**src/rtl/adder_seq_pkg.sv**
```systemverilog
// Shared types and elaboration-time helpers for the slice-serial adder.
package adder_seq_pkg;

  // Sequencer states, 2-bit encoding.
  typedef enum logic [1:0] {
    IDLE = 2'd0,
    RUN  = 2'd1,
    DONE = 2'd2
  } state_t;

  // Number of slices needed to cover the full operand width.
  function automatic int calc_nslice(input int width, input int slice);
    return width / slice;
  endfunction

  // Slice counter width; never narrower than one bit so NSLICE=1 still works.
  function automatic int calc_cnt_w(input int nslice);
    return (nslice > 1) ? $clog2(nslice) : 1;
  endfunction

  // Legal geometry: slice width divides the operand width and fits inside it.
  function automatic bit cfg_ok(input int width, input int slice);
    return (slice >= 1) && (slice <= width) && ((width % slice) == 0);
  endfunction

endpackage

```
**src/rtl/full_adder.sv**
```systemverilog
// SLICE-bit full adder shared across every slice of the sequencer.
module full_adder #(
  parameter int SLICE = 8
) (
  input  logic [SLICE-1:0] a,
  input  logic [SLICE-1:0] b,
  input  logic             c_in,
  output logic             c_out,
  output logic [SLICE-1:0] sum
);

  // Widen by one bit so the carry falls out of the top of the addition.
  assign {c_out, sum} = {1'b0, a} + {1'b0, b} + {{SLICE{1'b0}}, c_in};

endmodule

```
**src/rtl/adder_seq.sv**
```systemverilog
// Slice-serial WIDTH-bit adder: one SLICE-bit full_adder reused over
// WIDTH/SLICE cycles with a registered carry between slices, valid/ready
// handshake on both sides.
// Optional feature: define ADDSEQ_SUB_EN to add the `sub` port (A - B).
module adder_seq
  import adder_seq_pkg::*;
#(
  parameter int WIDTH = 32,
  parameter int SLICE = 8
) (
  input  logic             clk,
  input  logic             rst,
  input  logic             in_valid,
  output logic             in_ready,
  input  logic [WIDTH-1:0] A,
  input  logic [WIDTH-1:0] B,
  input  logic             C_in,
`ifdef ADDSEQ_SUB_EN
  input  logic             sub,
`endif
  output logic             out_valid,
  input  logic             out_ready,
  output logic [WIDTH-1:0] S,
  output logic             C_out,
  output logic             busy
);

  localparam int NSLICE = calc_nslice(WIDTH, SLICE);
  localparam int CNT_W  = calc_cnt_w(NSLICE);
  localparam logic [CNT_W-1:0] LAST_CNT = CNT_W'(NSLICE - 1);

  if (!cfg_ok(WIDTH, SLICE)) begin : g_bad_cfg
    $error("adder_seq: WIDTH must be a non-zero multiple of SLICE");
  end

  state_t           state_q, state_d;
  logic [WIDTH-1:0] a_q, b_q;
  logic [WIDTH-1:0] sum_sr_q;
  logic             carry_q;
  logic [CNT_W-1:0] cnt_q;

  logic             accept;
  logic             run_last;
  logic [SLICE-1:0] slice_sum;
  logic             slice_c_out;
  logic [WIDTH-1:0] sum_sr_d;
  logic [WIDTH-1:0] b_sel;
  logic             c_sel;

  // The single shared slice adder always sees the low slice of the operands.
  full_adder #(.SLICE(SLICE)) u_fa (
    .a    (a_q[SLICE-1:0]),
    .b    (b_q[SLICE-1:0]),
    .c_in (carry_q),
    .c_out(slice_c_out),
    .sum  (slice_sum)
  );

  // Operand/carry selection at acceptance; subtract inverts B and forces carry-in.
`ifdef ADDSEQ_SUB_EN
  assign b_sel = sub ? ~B : B;
  assign c_sel = sub ? 1'b1 : C_in;
`else
  assign b_sel = B;
  assign c_sel = C_in;
`endif

  // New slice sum enters at the top while earlier slices move toward bit 0.
  always_comb begin
    sum_sr_d = sum_sr_q >> SLICE;
    sum_sr_d[WIDTH-1 -: SLICE] = slice_sum;
  end

  // State register.
  always_ff @(posedge clk or posedge rst) begin
    if (rst) state_q <= IDLE;
    else     state_q <= state_d;
  end

  // Next-state and handshake outputs.
  always_comb begin
    // NOTE: every output of this block gets a default first so no path leaves
    // a signal unassigned, which would otherwise infer a latch.
    state_d   = state_q;
    in_ready  = 1'b0;
    out_valid = 1'b0;
    busy      = 1'b0;
    accept    = 1'b0;
    run_last  = 1'b0;
    unique case (state_q)
      IDLE: begin
        in_ready = 1'b1;
        if (in_valid) begin
          accept  = 1'b1;
          state_d = RUN;
        end
      end
      RUN: begin
        busy = 1'b1;
        if (cnt_q == LAST_CNT) begin
          run_last = 1'b1;
          state_d  = DONE;
        end
      end
      DONE: begin
        busy      = 1'b1;
        out_valid = 1'b1;
        if (out_ready) state_d = IDLE;
      end
      default: state_d = IDLE;
    endcase
  end

  // Datapath: latch operands on accept, process one slice per RUN cycle,
  // publish the result on the last slice.
  always_ff @(posedge clk or posedge rst) begin
    // NOTE: the datapath registers are reset as well as the control state, so
    // an aborted operation can never leak a partial sum onto S.
    if (rst) begin
      a_q      <= '0;
      b_q      <= '0;
      sum_sr_q <= '0;
      carry_q  <= 1'b0;
      cnt_q    <= '0;
      S        <= '0;
      C_out    <= 1'b0;
    end else if (accept) begin
      // NOTE: non-blocking assignments everywhere in sequential logic, so every
      // register samples the pre-edge value of the others.
      a_q     <= A;
      b_q     <= b_sel;
      carry_q <= c_sel;
      cnt_q   <= '0;
    end else if (state_q == RUN) begin
      a_q      <= a_q >> SLICE;
      b_q      <= b_q >> SLICE;
      carry_q  <= slice_c_out;
      sum_sr_q <= sum_sr_d;
      cnt_q    <= cnt_q + 1'b1;
      if (run_last) begin
        S     <= sum_sr_d;
        C_out <= slice_c_out;
      end
    end
  end

endmodule

```
**config.mk**
```make
export PLATFORM = sky130hd
export DESIGN_NAME = adder_seq
export DESIGN_NICKNAME = d
export VERILOG_FILES = /design/src/rtl/adder_seq_pkg.sv /design/src/rtl/full_adder.sv /design/src/rtl/adder_seq.sv
export SDC_FILE = /design/constraint.sdc
export NUM_CORES = 1
export LEC_CHECK = 0
export ABC_AREA = 1
export BUFFER_PORTS_ARGS = -buffer_cell sky130_fd_sc_hd__clkbuf_2
export CORE_UTILIZATION = 50
export DETAILED_ROUTE_END_ITERATION = 8
export GPL_TIMING_DRIVEN = 0
export PLACE_DENSITY = 0.75
export SLEW_MARGIN = 20
export SYNTH_ARGS = -nofsm -noshare
export SYNTH_HDL_FRONTEND = slang
export SYNTH_HIERARCHICAL = 1
export SYNTH_SLANG_ARGS = --single-unit
```
**constraint.sdc**
```tcl
create_clock -name clk -period 3.7 [get_ports clk]
set_input_delay 0.37 -clock clk [delete_from_list [all_inputs] [get_ports clk]]
set_output_delay 0.37 -clock clk [all_outputs]
set_load 0.005 [all_outputs]
```
# After elaboration in Yosys (flattened, before gate mapping)
# Index checks and enable logic that the tools add are counted.
[classes]
n_addsub = 3
n_eq_ne = 6
n_bitwise = 1
n_reduce_logical = 6
muxes = 19
[ops]
columns = ["op", "n"]
rows = [
  ["32-bit two-way mux", 4],
  ["2-bit two-way mux", 5],
  ["8-bit by 8-bit adder with 9-bit output", 1],
  ["9-bit by 1-bit adder with 9-bit output", 1],
  ["1-bit two-way mux", 9],
  ["2-bit inequality test, second input constant", 3],
  ["2-bit case mux with 3 select lines", 1],
  ["3-bit AND reduction", 2],
  ["2-bit == test, second input constant", 2],
  ["2-bit by 1-bit adder with 2-bit output, second input constant", 1],
  ["2-bit by 1-bit == test with 1-bit output, second input constant", 1],
  ["2-bit zero test", 1],
  ["2-bit AND reduction", 1],
  ["2-bit nonzero test", 1],
  ["2-bit OR reduction", 1],
  ["1-bit NOT", 1],
]
[totals]
in_bits = 69
reg_bits = 134
wordCells = 43
output_inout_bits = 36

# Longest topological paths before layout
# Gate-level depths: netlist of run 1.
[logic_depth]
ltp_word = 4
mapped_depth = 10

# Hierarchy
# The synthesis of run 1 kept the hierarchy.
[by_module_without_submodules]
columns = ["module", "instances", "cells_per_inst", "area_each_um2", "seq_area_each_um2"]
rows = [
  ["adder_seq", 1, 585, 5187.5, 3153.0],
  ["full_adder", 1, 59, 346.6, 0.0],
]

# Least setup slack after synthesis of run 1
# OpenSTA, ideal clock, no wires.
[synth_timing]
kind = "reg-to-reg"
from = "register a_q[0]"
to = "register carry_q"
t_required_ps = 3576
path_slack_ps = 1825
arrival_time_ps = 1751
path_buffers = 0
stages_incl_launch_ff = 11
synth_period_minus_slack_ps = 1875
cell_sequence = "dfrtp_1 fa_1 fa_1 nand2_1 nand2_1 nand3b_1 nand2_1 nand2_1 nand2_1 nand3_1 nand3_1"
[synth_between]
elab_chain_len = 4
[synth_lines]
columns = ["item", "line_no", "rtl"]
rows = [
  ["start, declared", "adder_seq.sv:37", "logic [WIDTH-1:0] a_q, b_q;"],
  ["start signal, assigned", "adder_seq.sv:135", "a_q <= a_q >> SLICE;"],
  ["8-bit by 8-bit adder with 9-bit output", "full_adder.sv:13", "assign {c_out, sum} = {1'b0, a} + {1'b0, b} + {{SLICE{1'b0}}, c_in};"],
  ["9-bit by 1-bit adder with 9-bit output", "full_adder.sv:13", ""],
  ["named net slice_c_out", "adder_seq.sv:45", "logic slice_c_out;"],
  ["1-bit two-way mux", "adder_seq.sv:134", "end else if (state_q == RUN) begin"],
  ["1-bit two-way mux", "adder_seq.sv:127", "end else if (accept) begin"],
  ["end signal, assigned", "adder_seq.sv:132", "carry_q <= c_sel;"],
  ["end signal, assigned", "adder_seq.sv:137", "carry_q <= slice_c_out;"],
  ["end, declared", "adder_seq.sv:39", "logic carry_q;"],
]
# The timed path passes the listed nets, and every way through them passes these cells. The select of a mux whose other input is x is not followed.
# A chain may end at the register's enable or synchronous reset.

# Worst setup path in the final report of run 1
[layout_timing]
from = "register b_q[0]"
to = "register carry_q"
[layout_between]
elab_chain_len = 4
[layout_lines]
columns = ["item", "line_no", "rtl"]
rows = [
  ["start, declared", "adder_seq.sv:37", ""],
  ["start signal, assigned", "adder_seq.sv:131", "b_q <= b_sel;"],
  ["start signal, assigned", "adder_seq.sv:136", "b_q <= b_q >> SLICE;"],
  ["8-bit by 8-bit adder with 9-bit output", "full_adder.sv:13", ""],
  ["9-bit by 1-bit adder with 9-bit output", "full_adder.sv:13", ""],
  ["named net slice_c_out", "adder_seq.sv:45", ""],
  ["1-bit two-way mux", "adder_seq.sv:134", ""],
  ["1-bit two-way mux", "adder_seq.sv:127", ""],
]
# The timed path passes the listed nets, and every way through them passes these cells. The select of a mux whose other input is x is not followed.

==> results.yml, run 1 <==
setup_path:
  crit_path_end_kind: "register"
  r2r_start: "b_q[0]"
  rrSetupSlack_ns: 1.58
  worstPathRequired_ns: 4.10
  critPathKind: "register to register"
  r2r_end: "carry_q"
  start_kind: "register"
  worstPathMaxFanout: 2
  critPathArrivalTime_ns: 2.51
  reg2reg_depth: 10
layout:
  mostFrequentLayoutCell: "nand2_1"
  design.final.nets: 855
  instances_no_fill: 925
  antenna_cells: 0
  ff_latch_area_sq_mm: 0.00315
  nFillCells: 880
  syn_to_final_growth_pct: 24.8
  final_layout_size_suffix_gt1_share_pct: 21.8
  post-route-util_pct: 64.0
  multi_input_area_sq_mm: 0.00200
  mostFrequentLayoutCells: "nand2_1, dfrtp_1, nand3_1, clkbuf_2, inv_1"
floorplanning:
  rows: 38
  core-area_sq_mm: 0.0108
  initial_core_util_pct: 51.3
  die_width_microns: 107
  die_y_microns: 107
  io-pin-count: 105
  design.die.area_sq_mm: 0.0115
clock_network:
  cts_buffer_depth: 2
  cts_buffers: 17
  cts_setup_buffers: 0
  cts_sinks: 126
  cts_max_level: 4
  clk_pin_slew_worst_paths_ns: 0.07
  cts_tree: "yes"
  cts_root_buf: "clkbuf_8"
  ctsResizeCount: 0
  insertion_delay_ns: 0.52
synthesis:
  synthCells: 644
  yosysUniqueCellTypes: 22
  ys_async_sr_fraction_pct: 100
  synth_edf_count: 0
  synthesis.nets: 727
  syn_area_per_cell_sq_um: 8.59
  synth-main-ff-cell: "dfrtp_1"
  synth_seq_cells: 126
  ys_seq_area_share_pct: 57.0
  synth.cell_area_sq_mm: 0.00553
  ys_warn_count: 6
timing:
  finalHoldViolCount: 0
  drv_slew: 0
  fin_crit_ns: 2.12
  post-route-period-util_pct: 57.2
  setup_viol: 0
  max_freq_mhz: 472
  finalSetupTns_ns: 0
  tightestPinTransition_ns: 0.553
  fin_worst_skew_ns: 0.0106
  slew_headroom_pct: 63.2
  rsz0062_at_grt: "no"
route:
  vias: 4761
  avgRoutedWirePerCell_microns: 14.3
  final_antenna_net_count: 0
  viasPerCell: 5.15
  first_pass_iters: 4
  drc: 0
  dr.first_iter.drc_count: 354
  postRouteWirelength_microns: 13200
hold_path:
  holdCritPathClass: "input pin to register"
  hold_start: "B[27]"
  hold_end: "b_q[27]"
  hold_path_depth: 3
placement:
  portBuffers: 104
  place_congestion: 0.857
  placed_cells: 892
  dp_hpwl_microns: 9630
job:
  drv_cap: 0
power_and_ir_drop:
  peakVddDrop_v: 0.000431
  p_int_mw: 3.70
  power.share.clock_pct: 25.6
  p_per_area_mw_per_mm2: 893
  seq_power_share_pct: 37.6
  switching_power_mw: 2.47
  swShare_pct: 40.0
  power_mw: 6.17
  combPwrFrac_pct: 36.8
  p_leak_nw: 3.68
grt:
  antenna_found_initial: 0
  grt_pass1_wl_microns: 22300
  track_usage_pct: 25.3
  grt_pass1_vias: 4725
  grt_max_degree: 35
  grt_overflow_total: 0
outcome:
  outcome: "finished clean"
-- layout make-up --
class / count / share of cell area [%]
Buffer: 37 / 2.79
Inverter: 50 / 2.77
Tap cell: 140 / 2.54
Clock buffer: 18 / 6.20
Timing Repair Buffer: 109 / 9.06
Multi-Input combinational cell: 431 / 29.0
Clock inverter: 14 / 2.03
Sequential cell: 126 / 45.7
-- metal layers --
| layer | vias to the layer above | GRT usage (%) | share of wire [%] |
|---|---|---|---|
| li1 | 2322 | - | - |
| met1 | 2240 | 32.0 | 42 |
| met2 | 172 | 42.8 | 50 |
| met3 | 27 | 5.11 | 6.3 |
| met4 | 0 | 9.20 | 2.2 |
| met5 | - | 0 | 0 |
-- through the flow --
stage | setup WS [ns] | instance area [sq um] | hold WS, ns
after CTS | 1.59 | 6910 | 0.0268
after detailed placement | 1.62 | 6330 | 0.430
after global routing | 1.44 | 6910 | 0.0479
final | 1.58 | 6910 | 0.0457
after global placement | 1.08 | 6230 | 0.455
after floorplan | 1.78 | 5540 | 0.443
-- flip-flops by register name, summed over array words and instances, names as in the netlist --
signal	count
C_out	1
S	32
a_q	32
b_q	32
carry_q	1
cnt_q	2
state_q	2
sum_sr_q	24
-- synth_stat cells, types with 3 or more instances --
library cell	count	area, sq um
nand2_1	239	897
dfrtp_1	126	3150
nand3_1	106	531
inv_1	49	184
o21ai_0	44	220
buf_2	19	95.1
o21ai_1	14	70.1
ha_1	12	150
clkbuf_1	9	33.8
buf_4	8	60.1
a21oi_1	3	15.0
-- power groups by stage --
stage | registers [mW] | logic, mW | clock network, mW
4_1_cts | 2.31 | 2.28 | 1.59
3_3_place_gp | 2.30 | 2.15 | 0
2_1_floorplan | 2.24 | 1.60 | 0
5_1_grt | 2.38 | 2.62 | 1.66
6_report | 2.32 | 2.27 | 1.58
3_5_place_dp | 2.33 | 2.26 | 0
-- cell families after synthesis --
family | synth area share [%]
adder cells (fa/ha/maj) | 3.44
XOR/XNOR | 0.475
AND/OR/NAND/NOR | 26.7
flip-flops | 57.0
buffers and inverters | 6.87
AO/OA/AOI/OAI | 5.52
-- critical path: stages, from the launching register on --
cell and delay, ns:
dfrtp_1 0.43, fa_1 0.45, fa_1 0.43, nand2_1 0.09
nand2_1 0.07, nand3b_1 0.11, nand2_1 0.08, nand2_1 0.06
nand2_1 0.10, nand3_1 0.10, nand3_1 0.07
-- timing repair --
item / in CTS / in global routing
hold buffers: 1 / 0
hold endpoints to repair: 17 / 0
endpoints found under the setup margin: 0 / 0
-- how the worst max path moves through the flow --
stage | from | to | slack (ns) | cells after the start
2_1_floorplan | rst | C_out | 1.78 | 1
3_3_place_gp | rst | b_q[18] | 1.08 | 2
3_5_place_dp | b_q[0] | carry_q | 1.62 | 10
4_1_cts | b_q[0] | C_out | 1.59 | 10
5_1_grt | b_q[0] | C_out | 1.44 | 10
6_report | b_q[0] | carry_q | 1.58 | 10
No activity file was read; power rests on OpenSTA's default activity.
==> run 2: changes to the inputs <==
CORE_UTILIZATION = 55   (was 50)
PLACE_DENSITY = 0.78   (was 0.75)
clock period = 2.2 ns   (was 3.7 ns; I/O delays follow)
==> results.yml, run 2 (synthesized netlist as in run 1, its figures left out) <==
route:
  vias: 5361
  dr.first_iter.drc_count: 392
  postRouteWirelength_microns: 15900
  first_pass_iters: 5
  viasPerCell: 5.46
  avgRoutedWirePerCell_microns: 16.2
  final_antenna_net_count: 0
  drc: 0
power_and_ir_drop:
  combPwrFrac_pct: 37.7
  p_leak_nw: 3.94
  swShare_pct: 39.4
  power_mw: 10.9
  p_per_area_mw_per_mm2: 1440
  p_int_mw: 6.61
  seq_power_share_pct: 36.0
  peakVddDrop_v: 0.000703
  power.share.clock_pct: 26.3
  switching_power_mw: 4.30
setup_path:
  crit_path_end_kind: "register"
  start_kind: "register"
  critPathArrivalTime_ns: 2.46
  critPathKind: "register to register"
  cpMostUsedCell: "nand2_1"
  worstPathRequired_ns: 2.60
  cpPeakStageDelay_ns: 0.43
  cp_cell_sequence: "fa_2 > fa_2 > nand2_1 > nand2_1 > nand3b_1 > nand2_1 > nand2_1 > nand2_1 > nand3_1 > nand3_1"
  worstPathMaxFanout: 2
  critPathSlowestCell: "fa_2"
timing:
  max_freq_mhz: 486
  finalSetupTns_ns: 0
  drv_slew: 0
  post-route-period-util_pct: 93.5
  setup_viol: 0
  fin_worst_skew_ns: 0.0138
  rsz0062_at_grt: "no"
  fin_crit_ns: 2.06
  slew_headroom_pct: 50.7
  setup_ws_ns: 0.142
  tightestPinTransition_ns: 0.738
  finalHoldViolCount: 0
layout:
  mostFrequentLayoutCells: "nand2_1, dfrtp_1, nand3_1, clkbuf_2, dlygate4sd3_1"
  nFillCells: 605
  ff_latch_area_sq_mm: 0.00315
  multi_input_area_sq_mm: 0.00201
  post-route-util_pct: 77.3
  final_layout_size_suffix_gt1_share_pct: 20.3
  antenna_cells: 0
  syn_to_final_growth_pct: 36.5
  design.final.nets: 919
  reg_top3: "S: 32 flops, a_q: 32 flops, b_q: 32 flops"
  mostFrequentLayoutCell: "nand2_1"
outcome:
  outcome: "finished clean"
job:
  drv_cap: 0
clock_network:
  cts_root_buf: "clkbuf_8"
  cts_buffer_depth: 2
  cts_setup_buffers: 0
  cts_max_level: 4
  insertion_delay_ns: 0.53
  clk_pin_slew_worst_paths_ns: 0.06
  cts_sinks: 126
  cts_buffers: 17
  cts_tree: "yes"
grt:
  grt_overflow_total: 0
  grt_max_degree: 36
  grt_pass1_wl_microns: 25600
  antenna_found_initial: 0
  grt_pass1_vias: 5476
  track_usage_pct: 33.0
floorplanning:
  core-area_sq_mm: 0.00977
  io-pin-count: 105
  die_y_microns: 102
  die_width_microns: 102
  initial_core_util_pct: 56.6
  design.die.area_sq_mm: 0.0105
  rows: 36
placement:
  place_congestion: 0.820
  pre_cts_slack_ns: 0.0971
  portBuffers: 104
  dp_hpwl_microns: 9790
hold_path:
  holdCritPathClass: "input pin to register"
==> run 2: cell count changes in the layout (fill, tap and decap cells not counted), sizes merged <==
cell         delta
bufinv          +3
buf             -1
inv             -9
clkbuf          +1
clkinvlp        +3
dlygate4sd3    +65
clkinv          +2
==> run 2: timing repair <==
action,4_1_cts,5_1_grt
hold buffers,66,0
setup endpoints to repair,0,4
endpoints found under the hold margin,95,0
resized for setup,0,2
==> run 2: power by group through the flow <==
stage	logic, mW	registers (mW)	clock network [mW]
final	4.11	3.93	2.87
after global placement	3.66	3.87	0
after CTS	3.99	3.89	2.85
after global routing	4.63	4.01	2.97
after floorplan	2.69	3.76	0
after detailed placement	3.82	3.91	0
==> run 2: worst paths after layout <==
check	start	to	slack [ns]	cells past startpoint
min in group asynchronous	rst	S[9]	0.36	3
max in group asynchronous	rst	b_q[6]	1.01	5
min	in_valid	state_q[1]	0.09	5
max	a_q[0]	carry_q	0.14	10
max reg2reg	a_q[0]	carry_q	0.14	10
min reg2reg	b_q[27]	b_q[27]	0.48	2
==> run 2: metal layers <==
layer,vias to the layer above,part of all wire [%],GRT usage (%)
met1,2553,38,38.9
met2,287,51,55.4
met4,0,4.2,18.5
li1,2451,-,-
met5,-,0,0
met3,70,7.1,8.34
==> run 2: through the flow <==
stage | instance area, sq um | hold WS [ns] | cells
final | 7560 | 0.0868 | 982
after global routing | 7560 | 0.0987 | 982
after CTS | 7550 | 0.0780 | 982
after detailed placement | 6280 | 0.375 | 884
after global placement | 6220 | 0.421 | 881
after floorplan | 5540 | 0.337 | 644
==> run 2: area by class of cell <==
class / instances / share of cell area, %
timing repair buffer: 173 / 16.4
tap: 133 / 2.20
clock inverter: 13 / 2.17
clock buffer: 19 / 5.85
multi-input combinational: 431 / 26.5
inverter: 50 / 2.53
buffer: 37 / 2.55
sequential: 126 / 41.7
==> run 2: worst max-delay path: cells and delay by family, from the launching register on <==
kind | cells | cell delay, ns
AND/OR/NAND/NOR | 8 | 0.72
flip-flops | 1 | 0.41
adder cells (fa/ha/maj) | 2 | 0.80
==> run 3: changes to the inputs <==
ABC_AREA = not set   (was 1)
CORE_UTILIZATION = 56   (was 55)
PLACE_DENSITY = 0.79   (was 0.78)
==> results.yml, run 3 <==
outcome:
  outcome: "finished with violations"
  violations: "setup timing"
setup_path:
  crit_path_end_kind: "register"
  start_kind: "register"
  reg2reg_depth: 7
  cpLargestDelayFamily: "adder cells"
  cpPeakStageDelay_ns: 0.44
  crit_path_end: "sum_sr_q[30]"
  critPathKind: "register to register"
  critPathSlowestCell: "dfrtp_2"
  cp_cell_sequence: "fa_2 > fa_2 > a21oi_2 > nor2b_2 > a31oi_2 > xnor2_1 > mux2_2"
  cp.depth: 7
  worstPathMaxFanout: 2
  rrSetupSlack_ns: -0.01
  cpMostUsedCell: "fa_2"
  r2r_end: "sum_sr_q[30]"
  worst-path-buf-inv: 0
  worstPathRequired_ns: 2.61
  r2r_start: "a_q[0]"
  crit_start: "a_q[0]"
  critPathArrivalTime_ns: 2.62
power_and_ir_drop:
  p_int_mw: 7.65
  switching_power_mw: 4.10
  seq_power_share_pct: 36.3
  p_per_area_mw_per_mm2: 1500
  power_mw: 11.8
  combPwrFrac_pct: 40.1
  swShare_pct: 34.9
  p_leak_nw: 3.67
  power.share.clock_pct: 23.6
  peakVddDrop_v: 0.000797
timing:
  rsz0062_at_grt: "yes"
  finalSetupTns_ns: -0.0124
  setup_ws_ns: -0.0124
  fin_crit_ns: 2.21
  drv_slew: 0
  finalHoldViolCount: 0
  tightestPinTransition_ns: 0.526
  setup_viol: 1
  fin_worst_skew_ns: 0.00676
  fin_hold_ws_ns: 0.201
  max_freq_mhz: 452
  slew_headroom_pct: 64.9
  post-route-period-util_pct: 101
synthesis:
  ys_warn_count: 6
  synth_edf_count: 0
  yosys.area.top_type: "dfrtp_1"
  synth.cell_area_sq_mm: 0.00574
  synth_seq_cells: 126
  synthCells: 465
  yosysUniqueCellTypes: 34
  ys_seq_area_share_pct: 54.9
  synth_top_area_share_pct: 54.9
  synth-main-ff-cell: "dfrtp_1"
  synthesis.nets: 548
  syn_area_per_cell_sq_um: 12.3
  synthTopCellsByCount: "dfrtp_1, nand2_1, o21ai_0"
  yosysMostFrequentCell: "dfrtp_1"
  synthTopCellsByArea: "dfrtp_1, mux2i_1, mux2_4"
  ys_async_sr_fraction_pct: 100
placement:
  placed_cells: 706
  portBuffers: 104
  dp_hpwl_microns: 9170
  place_congestion: 0.794
route:
  drc: 0
  avgRoutedWirePerCell_microns: 18.2
  final_antenna_net_count: 0
  dr.first_iter.drc_count: 161
  viasPerCell: 5.44
  postRouteWirelength_microns: 14700
  first_pass_iters: 4
  vias: 4384
floorplanning:
  die_y_microns: 103
  io-pin-count: 105
  rows: 36
  core-area_sq_mm: 0.00986
  initial_core_util_pct: 58.2
  design.die.area_sq_mm: 0.0107
  die_width_microns: 103
grt:
  track_usage_pct: 30.4
  grt_max_degree: 34
  grt_pass1_vias: 4704
  grt_overflow_total: 0
  grt_pass1_wl_microns: 23400
  antenna_found_initial: 0
layout:
  multi_input_area_sq_mm: 0.00240
  antenna_cells: 0
  nFillCells: 592
  design.final.nets: 743
  ff_latch_area_sq_mm: 0.00315
  final_layout_size_suffix_gt1_share_pct: 33.9
  instances_no_fill: 806
  mostFrequentLayoutCell: "dfrtp_1"
  syn_to_final_growth_pct: 36.1
  reg_top3: "S: 32 flops, a_q: 32 flops, b_q: 32 flops"
  mostFrequentLayoutCells: "dfrtp_1, clkbuf_2, nand2_1, dlygate4sd3_1, o21ai_0"
  post-route-util_pct: 79.2
clock_network:
  cts_buffers: 17
  cts_sinks: 126
  cts_buffer_depth: 2
  clk_pin_slew_worst_paths_ns: 0.06
  cts_tree: "yes"
  cts_root_buf: "clkbuf_8"
  cts_max_level: 4
  insertion_delay_ns: 0.53
hold_path:
  hold_start: "out_ready"
  holdCritPathClass: "input pin to register"
job:
  drv_cap: 0
## run 3: cell types whose count changed in the layout (fill, tap and decap cells not counted), sizes merged, moves of 4 or more
cell / change
inv: -44
xnor2: +4
o21ai: +9
mux2: +59
clkbuf: +7
buf: -9
nand3: -105
nand2: -171
mux2i: +50
nand2b: +16
## run 3: per-stage QoR
stage / setup slack [ns] / cell area [sq um]
after global routing: -0.0757 / 7810
after CTS: 0.00491 / 7780
after floorplan: 0.0181 / 5750
after global placement: -0.310 / 6430
final: -0.0124 / 7810
after detailed placement: -0.165 / 6520
## run 3: how the worst min path moves through the flow
stage	end	slack, ns	cells after the start
floorplan	a_q[0]	0.34	2
global placement	b_q[24]	0.42	3
detailed placement	sum_sr_q[10]	0.22	2
CTS	state_q[0]	0.16	4
global route	state_q[1]	0.21	4
finish	state_q[0]	0.20	4
## run 3: cell families after synthesis
| kind of cell | Yosys count | share of synthesized area (%) |
|---|---|---|
| AOI/OAI and AO/OA | 79 | 7.34 |
| and+or+nand+nor | 96 | 7.58 |
| muxes | 109 | 22.2 |
| buffers and inverters | 35 | 3.68 |
| adders and majority gates | 14 | 3.31 |
| DFF | 126 | 54.9 |
| xor gates and xnor gates | 6 | 0.915 |
## run 3: power groups by stage
stage               Clock (mW)  Combinational (mW)  Sequential (mW)
floorplan                    0                3.24             4.01
global placement             0                4.15             4.19
detailed placement           0                4.38             4.27
CTS                       2.80                4.57             4.25
global route              2.91                5.18             4.39
finish                    2.78                4.71             4.27
## run 3: routing by layer
layer / GRT usage, % / up-vias / part of all wire (%)
met5: 0 / - / 0
met3: 9.48 / 54 / 5.4
met4: 14.7 / 0 / 3.9
li1: - / 1996 / -
met2: 52.1 / 178 / 51
met1: 34.7 / 2156 / 40
## run 3: timing repair
item                                   CTS  global route
setup buffers                            0             2
endpoints found under the hold margin  137             0
pin swaps                                3             6
setup endpoints to repair                6             4
gates resized for setup                  4             5
hold buffers                            66             0
## run 3: layout make-up
| class | count | area share, % |
|---|---|---|
| buffer | 28 | 2.37 |
| clock buffer | 23 | 6.23 |
| clock inverter | 9 | 1.38 |
| inverter | 7 | 0.384 |
| multi-input combinational | 304 | 30.7 |
| sequential | 126 | 40.4 |
| tap | 133 | 2.13 |
| timing repair buffer | 176 | 16.4 |
## run 3: worst reg2reg max path, delay by kind of cell, from the launching register on
family | cells | cell delay (ns)
fa+ha+maj | 2 | 0.81
simple gates | 1 | 0.07
flops | 1 | 0.44
mux | 1 | 0.28
compound gates | 2 | 0.37
xor+xnor | 1 | 0.13
